===== src/rtl/pipe_hazard_ctrl_if.sv =====
// Stage-register fields into the hazard controller and the stall/flush/forward
// controls back to the 5-stage datapath.
interface pipe_hazard_ctrl_if #(
  parameter int CNT_W = 32
);
  logic [4:0]       id_rs1;
  logic [4:0]       id_rs2;
  logic             id_rs1_used;
  logic             id_rs2_used;
  logic [4:0]       ex_rd;
  logic             ex_reg_we;
  logic             ex_is_load;
  logic [4:0]       mem_rd;
  logic             mem_reg_we;
  logic [4:0]       wb_rd;
  logic             wb_reg_we;
  logic [4:0]       ex_rs1;
  logic [4:0]       ex_rs2;
  logic             ex_br_taken;
  logic             mem_req;
  logic             mem_ready;

  logic             pc_stall;
  logic             if_id_stall;
  logic             if_id_flush;
  logic             id_ex_flush;
  logic             id_ex_stall;
  logic             ex_mem_stall;
  logic             mem_wb_bubble;
  logic [1:0]       fwd_a_sel;
  logic [1:0]       fwd_b_sel;
  logic             mem_err;
  logic [CNT_W-1:0] stall_cycles;

  // Datapath side: supplies stage fields, consumes controls.
  modport master (
    output id_rs1, id_rs2, id_rs1_used, id_rs2_used, ex_rd, ex_reg_we, ex_is_load,
           mem_rd, mem_reg_we, wb_rd, wb_reg_we, ex_rs1, ex_rs2, ex_br_taken,
           mem_req, mem_ready,
    input  pc_stall, if_id_stall, if_id_flush, id_ex_flush, id_ex_stall, ex_mem_stall,
           mem_wb_bubble, fwd_a_sel, fwd_b_sel, mem_err, stall_cycles
  );

  // Controller side.
  modport slave (
    input  id_rs1, id_rs2, id_rs1_used, id_rs2_used, ex_rd, ex_reg_we, ex_is_load,
           mem_rd, mem_reg_we, wb_rd, wb_reg_we, ex_rs1, ex_rs2, ex_br_taken,
           mem_req, mem_ready,
    output pc_stall, if_id_stall, if_id_flush, id_ex_flush, id_ex_stall, ex_mem_stall,
           mem_wb_bubble, fwd_a_sel, fwd_b_sel, mem_err, stall_cycles
  );
endinterface


===== src/rtl/pipe_hazard_ctrl.sv =====
// Hazard sequencer for the 5-stage core: stall/flush/bubble controls, EX operand
// forwarding selects, and a memory-wait watchdog that latches a sticky error.
module pipe_hazard_ctrl #(
  parameter int TIMEOUT = 256,
  parameter int CNT_W   = 32
) (
  input  logic                  clk,
  input  logic                  rst,
  pipe_hazard_ctrl_if.slave     bus
);

  typedef enum logic [1:0] {
    ST_RUN      = 2'd0,
    ST_MEM_WAIT = 2'd1,
    ST_ERR      = 2'd2
  } state_e;

  state_e           state_q, state_d;
  logic [15:0]      wait_cnt_q, wait_cnt_d;
  logic             mem_err_q, mem_err_d;
  logic [CNT_W-1:0] stall_cycles_q, stall_cycles_d;

  logic       mem_busy_s;
  logic       load_use_s;
  logic       timeout_hit_s;
  logic       pc_stall_s;
  logic       if_id_stall_s;
  logic       if_id_flush_s;
  logic       id_ex_flush_s;
  logic       id_ex_stall_s;
  logic       ex_mem_stall_s;
  logic       mem_wb_bubble_s;
  logic [1:0] fwd_a_sel_s;
  logic [1:0] fwd_b_sel_s;

  // Younger stage (MEM) wins over WB; x0 is hardwired zero so never forwarded.
  function automatic logic [1:0] fwd_sel(input logic [4:0] src,
                                         input logic [4:0] m_rd, input logic m_we,
                                         input logic [4:0] w_rd, input logic w_we);
    logic [1:0] sel;
    sel = 2'd0;
    if (src != 5'd0 && m_we && m_rd == src) begin
      sel = 2'd1;
    end else if (src != 5'd0 && w_we && w_rd == src) begin
      sel = 2'd2;
    end else begin
      sel = 2'd0;
    end
    return sel;
  endfunction

  assign mem_busy_s    = bus.mem_req & ~bus.mem_ready;
  assign timeout_hit_s = (wait_cnt_q == 16'(TIMEOUT - 1));
  assign load_use_s    = bus.ex_is_load & bus.ex_reg_we & (bus.ex_rd != 5'd0) &
                         ((bus.id_rs1_used & (bus.id_rs1 == bus.ex_rd)) |
                          (bus.id_rs2_used & (bus.id_rs2 == bus.ex_rd)));

  // Pipeline controls by priority: error > memory busy > taken branch > load-use.
  always_comb begin
    pc_stall_s      = 1'b0;
    if_id_stall_s   = 1'b0;
    if_id_flush_s   = 1'b0;
    id_ex_flush_s   = 1'b0;
    id_ex_stall_s   = 1'b0;
    ex_mem_stall_s  = 1'b0;
    mem_wb_bubble_s = 1'b0;
    fwd_a_sel_s     = 2'd0;
    fwd_b_sel_s     = 2'd0;
    if (rst) begin
      pc_stall_s = 1'b0;
    end else begin
      if (state_q == ST_ERR || mem_busy_s) begin
        pc_stall_s      = 1'b1;
        if_id_stall_s   = 1'b1;
        id_ex_stall_s   = 1'b1;
        ex_mem_stall_s  = 1'b1;
        mem_wb_bubble_s = 1'b1;
      end else if (bus.ex_br_taken) begin
        if_id_flush_s = 1'b1;
        id_ex_flush_s = 1'b1;
      end else if (load_use_s) begin
        pc_stall_s    = 1'b1;
        if_id_stall_s = 1'b1;
        id_ex_flush_s = 1'b1;
      end else begin
        pc_stall_s = 1'b0;
      end
      fwd_a_sel_s = fwd_sel(bus.ex_rs1, bus.mem_rd, bus.mem_reg_we, bus.wb_rd, bus.wb_reg_we);
      fwd_b_sel_s = fwd_sel(bus.ex_rs2, bus.mem_rd, bus.mem_reg_we, bus.wb_rd, bus.wb_reg_we);
    end
  end

  // Next state, wait watchdog, sticky error and saturating stall counter.
  always_comb begin
    state_d        = state_q;
    mem_err_d      = mem_err_q;
    stall_cycles_d = stall_cycles_q;
    if (mem_busy_s) begin
      wait_cnt_d = (wait_cnt_q == 16'hFFFF) ? wait_cnt_q : wait_cnt_q + 16'd1;
    end else begin
      wait_cnt_d = 16'd0;
    end
    case (state_q)
      ST_RUN, ST_MEM_WAIT: begin
        if (mem_busy_s && timeout_hit_s) begin
          state_d   = ST_ERR;
          mem_err_d = 1'b1;
        end else if (mem_busy_s) begin
          state_d = ST_MEM_WAIT;
        end else begin
          state_d = ST_RUN;
        end
      end
      ST_ERR: begin
        state_d   = ST_ERR;
        mem_err_d = 1'b1;
      end
      // An unreachable encoding is treated as a fault: hold the pipe.
      default: begin
        state_d   = ST_ERR;
        mem_err_d = 1'b1;
      end
    endcase
    if (pc_stall_s && !(&stall_cycles_q)) begin
      stall_cycles_d = stall_cycles_q + {{(CNT_W-1){1'b0}}, 1'b1};
    end else begin
      stall_cycles_d = stall_cycles_q;
    end
  end

  // All controller state.
  always_ff @(posedge clk or posedge rst) begin
    if (rst) begin
      state_q        <= ST_RUN;
      wait_cnt_q     <= 16'd0;
      mem_err_q      <= 1'b0;
      stall_cycles_q <= {CNT_W{1'b0}};
    end else begin
      state_q        <= state_d;
      wait_cnt_q     <= wait_cnt_d;
      mem_err_q      <= mem_err_d;
      stall_cycles_q <= stall_cycles_d;
    end
  end

  assign bus.pc_stall      = pc_stall_s;
  assign bus.if_id_stall   = if_id_stall_s;
  assign bus.if_id_flush   = if_id_flush_s;
  assign bus.id_ex_flush   = id_ex_flush_s;
  assign bus.id_ex_stall   = id_ex_stall_s;
  assign bus.ex_mem_stall  = ex_mem_stall_s;
  assign bus.mem_wb_bubble = mem_wb_bubble_s;
  assign bus.fwd_a_sel     = fwd_a_sel_s;
  assign bus.fwd_b_sel     = fwd_b_sel_s;
  assign bus.mem_err       = mem_err_q;
  assign bus.stall_cycles  = stall_cycles_q;

endmodule


===== src/flat_wrapper.sv =====
// flat-port wrapper written by rule: the top's interface ports become plain ports
module pipe_hazard_ctrl_flat 
#(
  parameter int TIMEOUT = 256,
  parameter int CNT_W   = 32
)
  (clk, rst, bus_id_rs1, bus_id_rs2, bus_id_rs1_used, bus_id_rs2_used, bus_ex_rd, bus_ex_reg_we, bus_ex_is_load, bus_mem_rd, bus_mem_reg_we, bus_wb_rd, bus_wb_reg_we, bus_ex_rs1, bus_ex_rs2, bus_ex_br_taken, bus_mem_req, bus_mem_ready, bus_pc_stall, bus_if_id_stall, bus_if_id_flush, bus_id_ex_flush, bus_id_ex_stall, bus_ex_mem_stall, bus_mem_wb_bubble, bus_fwd_a_sel, bus_fwd_b_sel, bus_mem_err, bus_stall_cycles);
  pipe_hazard_ctrl_if #(.CNT_W(CNT_W)) bus_i ();
  input  logic clk;
  input  logic rst;
  input wire logic [$bits(bus_i.id_rs1)-1:0] bus_id_rs1;
  input wire logic [$bits(bus_i.id_rs2)-1:0] bus_id_rs2;
  input wire logic [$bits(bus_i.id_rs1_used)-1:0] bus_id_rs1_used;
  input wire logic [$bits(bus_i.id_rs2_used)-1:0] bus_id_rs2_used;
  input wire logic [$bits(bus_i.ex_rd)-1:0] bus_ex_rd;
  input wire logic [$bits(bus_i.ex_reg_we)-1:0] bus_ex_reg_we;
  input wire logic [$bits(bus_i.ex_is_load)-1:0] bus_ex_is_load;
  input wire logic [$bits(bus_i.mem_rd)-1:0] bus_mem_rd;
  input wire logic [$bits(bus_i.mem_reg_we)-1:0] bus_mem_reg_we;
  input wire logic [$bits(bus_i.wb_rd)-1:0] bus_wb_rd;
  input wire logic [$bits(bus_i.wb_reg_we)-1:0] bus_wb_reg_we;
  input wire logic [$bits(bus_i.ex_rs1)-1:0] bus_ex_rs1;
  input wire logic [$bits(bus_i.ex_rs2)-1:0] bus_ex_rs2;
  input wire logic [$bits(bus_i.ex_br_taken)-1:0] bus_ex_br_taken;
  input wire logic [$bits(bus_i.mem_req)-1:0] bus_mem_req;
  input wire logic [$bits(bus_i.mem_ready)-1:0] bus_mem_ready;
  output wire logic [$bits(bus_i.pc_stall)-1:0] bus_pc_stall;
  output wire logic [$bits(bus_i.if_id_stall)-1:0] bus_if_id_stall;
  output wire logic [$bits(bus_i.if_id_flush)-1:0] bus_if_id_flush;
  output wire logic [$bits(bus_i.id_ex_flush)-1:0] bus_id_ex_flush;
  output wire logic [$bits(bus_i.id_ex_stall)-1:0] bus_id_ex_stall;
  output wire logic [$bits(bus_i.ex_mem_stall)-1:0] bus_ex_mem_stall;
  output wire logic [$bits(bus_i.mem_wb_bubble)-1:0] bus_mem_wb_bubble;
  output wire logic [$bits(bus_i.fwd_a_sel)-1:0] bus_fwd_a_sel;
  output wire logic [$bits(bus_i.fwd_b_sel)-1:0] bus_fwd_b_sel;
  output wire logic [$bits(bus_i.mem_err)-1:0] bus_mem_err;
  output wire logic [$bits(bus_i.stall_cycles)-1:0] bus_stall_cycles;
  assign bus_i.id_rs1 = bus_id_rs1;
  assign bus_i.id_rs2 = bus_id_rs2;
  assign bus_i.id_rs1_used = bus_id_rs1_used;
  assign bus_i.id_rs2_used = bus_id_rs2_used;
  assign bus_i.ex_rd = bus_ex_rd;
  assign bus_i.ex_reg_we = bus_ex_reg_we;
  assign bus_i.ex_is_load = bus_ex_is_load;
  assign bus_i.mem_rd = bus_mem_rd;
  assign bus_i.mem_reg_we = bus_mem_reg_we;
  assign bus_i.wb_rd = bus_wb_rd;
  assign bus_i.wb_reg_we = bus_wb_reg_we;
  assign bus_i.ex_rs1 = bus_ex_rs1;
  assign bus_i.ex_rs2 = bus_ex_rs2;
  assign bus_i.ex_br_taken = bus_ex_br_taken;
  assign bus_i.mem_req = bus_mem_req;
  assign bus_i.mem_ready = bus_mem_ready;
  assign bus_pc_stall = bus_i.pc_stall;
  assign bus_if_id_stall = bus_i.if_id_stall;
  assign bus_if_id_flush = bus_i.if_id_flush;
  assign bus_id_ex_flush = bus_i.id_ex_flush;
  assign bus_id_ex_stall = bus_i.id_ex_stall;
  assign bus_ex_mem_stall = bus_i.ex_mem_stall;
  assign bus_mem_wb_bubble = bus_i.mem_wb_bubble;
  assign bus_fwd_a_sel = bus_i.fwd_a_sel;
  assign bus_fwd_b_sel = bus_i.fwd_b_sel;
  assign bus_mem_err = bus_i.mem_err;
  assign bus_stall_cycles = bus_i.stall_cycles;
  pipe_hazard_ctrl #(.TIMEOUT(TIMEOUT), .CNT_W(CNT_W)) u_core (.clk(clk), .rst(rst), .bus(bus_i));
endmodule

===== config.mk =====
export PLATFORM = sky130hd
export DESIGN_NAME = pipe_hazard_ctrl_flat
export DESIGN_NICKNAME = d
export VERILOG_FILES = /design/src/rtl/pipe_hazard_ctrl_if.sv /design/src/rtl/pipe_hazard_ctrl.sv /design/src/flat_wrapper.sv
export SDC_FILE = /design/constraint.sdc
export NUM_CORES = 1
export LEC_CHECK = 0
export ABC_AREA = 0
export CORE_ASPECT_RATIO = 1.2
export CORE_MARGIN = 5
export CORE_UTILIZATION = 47
export CTS_BUF_LIST = sky130_fd_sc_hd__clkbuf_16
export CTS_CLUSTER_DIAMETER = 200
export CTS_CLUSTER_SIZE = 25
export DETAILED_ROUTE_END_ITERATION = 6
export GPL_TIMING_DRIVEN = 1
export HOLD_SLACK_MARGIN = 0.12
export PLACE_DENSITY_LB_ADDON = 0.05
export SETUP_SLACK_MARGIN = 0.2
export SLEW_MARGIN = 0
export SYNTH_ARGS = -nofsm -noshare
export SYNTH_HDL_FRONTEND = slang
export SYNTH_SLANG_ARGS = --single-unit

===== constraint.sdc =====
create_clock -name clk -period 4.05 [get_ports clk]
set_input_delay 0.81 -clock clk [delete_from_list [all_inputs] [get_ports clk]]
set_output_delay 0.81 -clock clk [all_outputs]
set_load 0.01 [all_outputs]

==> flow_summary.yaml <==
global_route:
  antenna_found_initial: 0
  grt_use_total: 0.191
  grt_max_degree: 52
  grt_pass1_vias: 2559
  gr-total-overflow: 0
  grt_pass1_wl_microns: 12200
floorplanning:
  core_area_sq_mm: 0.00609
  ios: 90
  start_util: 0.486
  die_x_microns: 82.4
  fp.dieArea_sq_mm: 0.00798
  fp-row-count: 31
  fp.dieH_microns: 96.9
route:
  ant_nets: 0
  wl_met3_microns: 668
  wire_per_inst_microns: 15.6
  met1_length_microns: 3230
  drc: 0
  drt-initial-drc-count: 116
  met2WireLength_microns: 3480
  first_pass_iters: 4
  highest_layer: "met4"
  via_count: 2568
  via_per_inst: 5.38
  totalWireLength_microns: 7460
placed_design:
  io_buffers: 89
  dp_hpwl_microns: 5740
  gp_congestion: 0.814
  dp_slack_ns: 0.340
sta:
  fin_ws_ns: 0.340
  setup_violations: 0
  fin_crit_sh: 0.916
  worstMarginPinSlew_ns: 0.678
  clock.fmax_mhz: 270
  fin_skew_ns: 0.00623
  timing.slew.headroom: 0.548
  tns_ns: 0
  maxSlewViolCount: 0
  rsz0062_at_grt: "false"
  hold_viol_final: 0
  layout_min_cycle_time_ns: 3.71
critical_path:
  reg2reg_slack_ns: 1.75
  cp_max_fo: 5
  reg2reg_to: "u_core.wait_cnt_q[4]$_DFFE_PP0P_"
  arrival_ns: 2.90
  worstSetupEndpointType: "primary output"
  crit_required_ns: 3.24
  start_kind: "input pin"
  reg2reg_depth: 7
  critical_path_class: "input pin to primary output"
  r2r-start: "u_core.wait_cnt_q[0]$_DFFE_PP0P_"
cts:
  h-tree-depth: 2
  cts_root_buffer: "clkbuf_16"
  cts_tree: "built"
  clock_path_buffers: 2
  clkTransAtPathRegs_ns: 0.07
  cts_made_buffers: 5
  worstSkewPairLatency_ns: 0.29
  cts_sinks: 51
logic_synthesis:
  ys_async_sr_fraction: 1.00
  synth_top_area_share: 0.432
  syn-cell-area_sq_mm: 0.00296
  synth_area_leader_cell: "dfrtp_1"
  synth_area_leaders: "dfrtp_1 (43%), xnor2_1 (14%), xor2_1 (7.1%), nand4_1 (5.1%), nor2_1 (3.2%)"
  synth-seq-area-share: 0.432
  synth_edf_count: 0
  syn-num-nets: 353
  ys_seq_elements: 51
  synth_top_cells_by_count: "dfrtp_1 (51), xnor2_1 (47), nor2_1 (25)"
  syn_inst: 305
  synth_warnings: 0
  syn_avg_cell_area_sq_um: 9.69
  synth-main-ff-cell: "dfrtp_1"
  synth.distinct_cells: 44
  synth.most_common_cell: "dfrtp_1"
pwr:
  switchingPower_mw: 0.281
  switching_share: 0.234
  vdd_drop_max_mv: 0.288
  p_per_area_mw_per_mm2: 294
  p_clk_frac: 0.398
  combPwrFrac: 0.150
  share_seq_of_total_power: 0.452
  p_leak_nw: 1.70
  internal_power_mw: 0.917
hold_path:
  min_to: "u_core.bus.stall_cycles[5]$_DFFE_PP0P_"
  worstHoldStart: "u_core.bus.stall_cycles[5]$_DFFE_PP0P_"
  hp-class: "register to register"
  min_path_cells: 1
finish:
  num_antenna_cells: 0
  drive_above_1_share: 0.0582
  finalNetCount: 442
  area_delta_synth_final_pct: 37.7
  fillCellCount: 514
job:
  maxCapViolCount: 0
outcome:
  status: "finished clean"
worst max-delay path, cell delays in order:
cell and delay [ns]:
clkdlybuf4s50_1 0.47, or3_1 0.39, o311a_1 0.31, a21o_2 0.25, and2_1 0.19, clkdlybuf4s50_1 0.48
final cells by class:
class	count	area, sq um	share of cell area
multi-input combinational	239	1600	0.392
sequential	51	1280	0.313
timing repair buffer	91	908	0.223
clock buffer	5	125	0.0307
tap	82	103	0.0252
clock inverter	3	42.5	0.0104
inverter	6	22.5	0.00553
cell families (layout without fill, tap and decap cells):
family                   count (synthesis)  after routing  synth area share
AO/OA/AOI/OAI                           13             13            0.0313
XOR/XNOR                                71             71             0.210
AND/OR/NAND/NOR                        149            149             0.275
buffers and inverters                   15            105            0.0288
multiplexers                             4              4            0.0140
flip-flops                              51             51             0.432
adder cells (fa/ha/maj)                  2              2           0.00846
per-layer routing:
metal | up-vias | GRT usage
li1 | 1257 | -
met1 | 1216 | 0.248
met2 | 87 | 0.308
met3 | 8 | 0.0567
met4 | 0 | 0.0448
met5 | - | 0
worst max-delay path by stage:
stage / depth (start not counted) / end / startpoint / slack (ns)
3_3_place_gp: 6 / bus_pc_stall / bus_ex_rd[1] / 0.36
5_1_grt: 6 / bus_fwd_a_sel[1] / bus_ex_rs1[0] / 0.21
2_1_floorplan: 6 / bus_pc_stall / rst / 0.35
3_5_place_dp: 6 / bus_fwd_b_sel[1] / bus_ex_rs2[0] / 0.34
4_1_cts: 6 / bus_fwd_b_sel[1] / bus_ex_rs2[0] / 0.34
6_report: 6 / bus_pc_stall / bus_ex_rd[1] / 0.34
flip-flops by register name, summed over array words and instances, names as in the netlist:
| name | flops |
|---|---|
| u_core.bus.stall_cycles | 32 |
| u_core.wait_cnt_q | 16 |
| u_core.state_q | 2 |
| u_core.bus.mem_err | 1 |
cells in the final DEF, fill, tap and decap left out, types with 2 or more instances in the layout:
master           synthesis  final
ha_1                     2      2
nand3_1                 16     16
nand4_1                 24     24
and2_1                   5      5
xnor2_1                 47     47
or3_1                    3      3
nand2_1                 24     24
or4_1                    2      2
or2_2                    2      2
nor4_1                  10     10
xor2_1                  24     24
nor2b_1                  3      3
and3_2                   2      2
dfrtp_1                 51     51
clkdlybuf4s50_1          0     88
o21ai_0                  4      4
clkbuf_16                0      5
nor3_1                  11     11
nor2_1                  25     25
mux2i_1                  3      3
buf_4                    3      2
and4_1                   3      3
and3_1                   9      9
inv_1                    6      5
nand2b_1                 3      3
power groups by stage:
| stage | sequential (mW) | clock [mW] | combinational [mW] |
|---|---|---|---|
| finish | 0.541 | 0.476 | 0.180 |
| global route | 0.544 | 0.506 | 0.195 |
| CTS | 0.542 | 0.487 | 0.182 |
| detailed placement | 0.550 | 0 | 0.181 |
| global placement | 0.551 | 0 | 0.179 |
| floorplan | 0.554 | 0 | 0.0758 |
what timing repair did:
| item | CTS | global route |
|---|---|---|
| setup endpoints to repair | 0 | 1 |
| hold buffers | 0 | 0 |
| setup buffers | 0 | 0 |
| gates resized for setup | 0 | 1 |
stage by stage:
stage	instance area [sq um]	utilization	hold slack (ns)	total power, mW	instances
floorplan	2960	-	0.493	0.630	305
global placement	3900	0.641	0.461	0.731	469
detailed placement	3900	0.641	0.462	0.731	469
CTS	4070	0.668	0.491	1.21	477
global route	4070	0.669	0.521	1.24	477
finish	4070	0.669	0.497	1.20	477
Power figures use the tool's default switching activity.
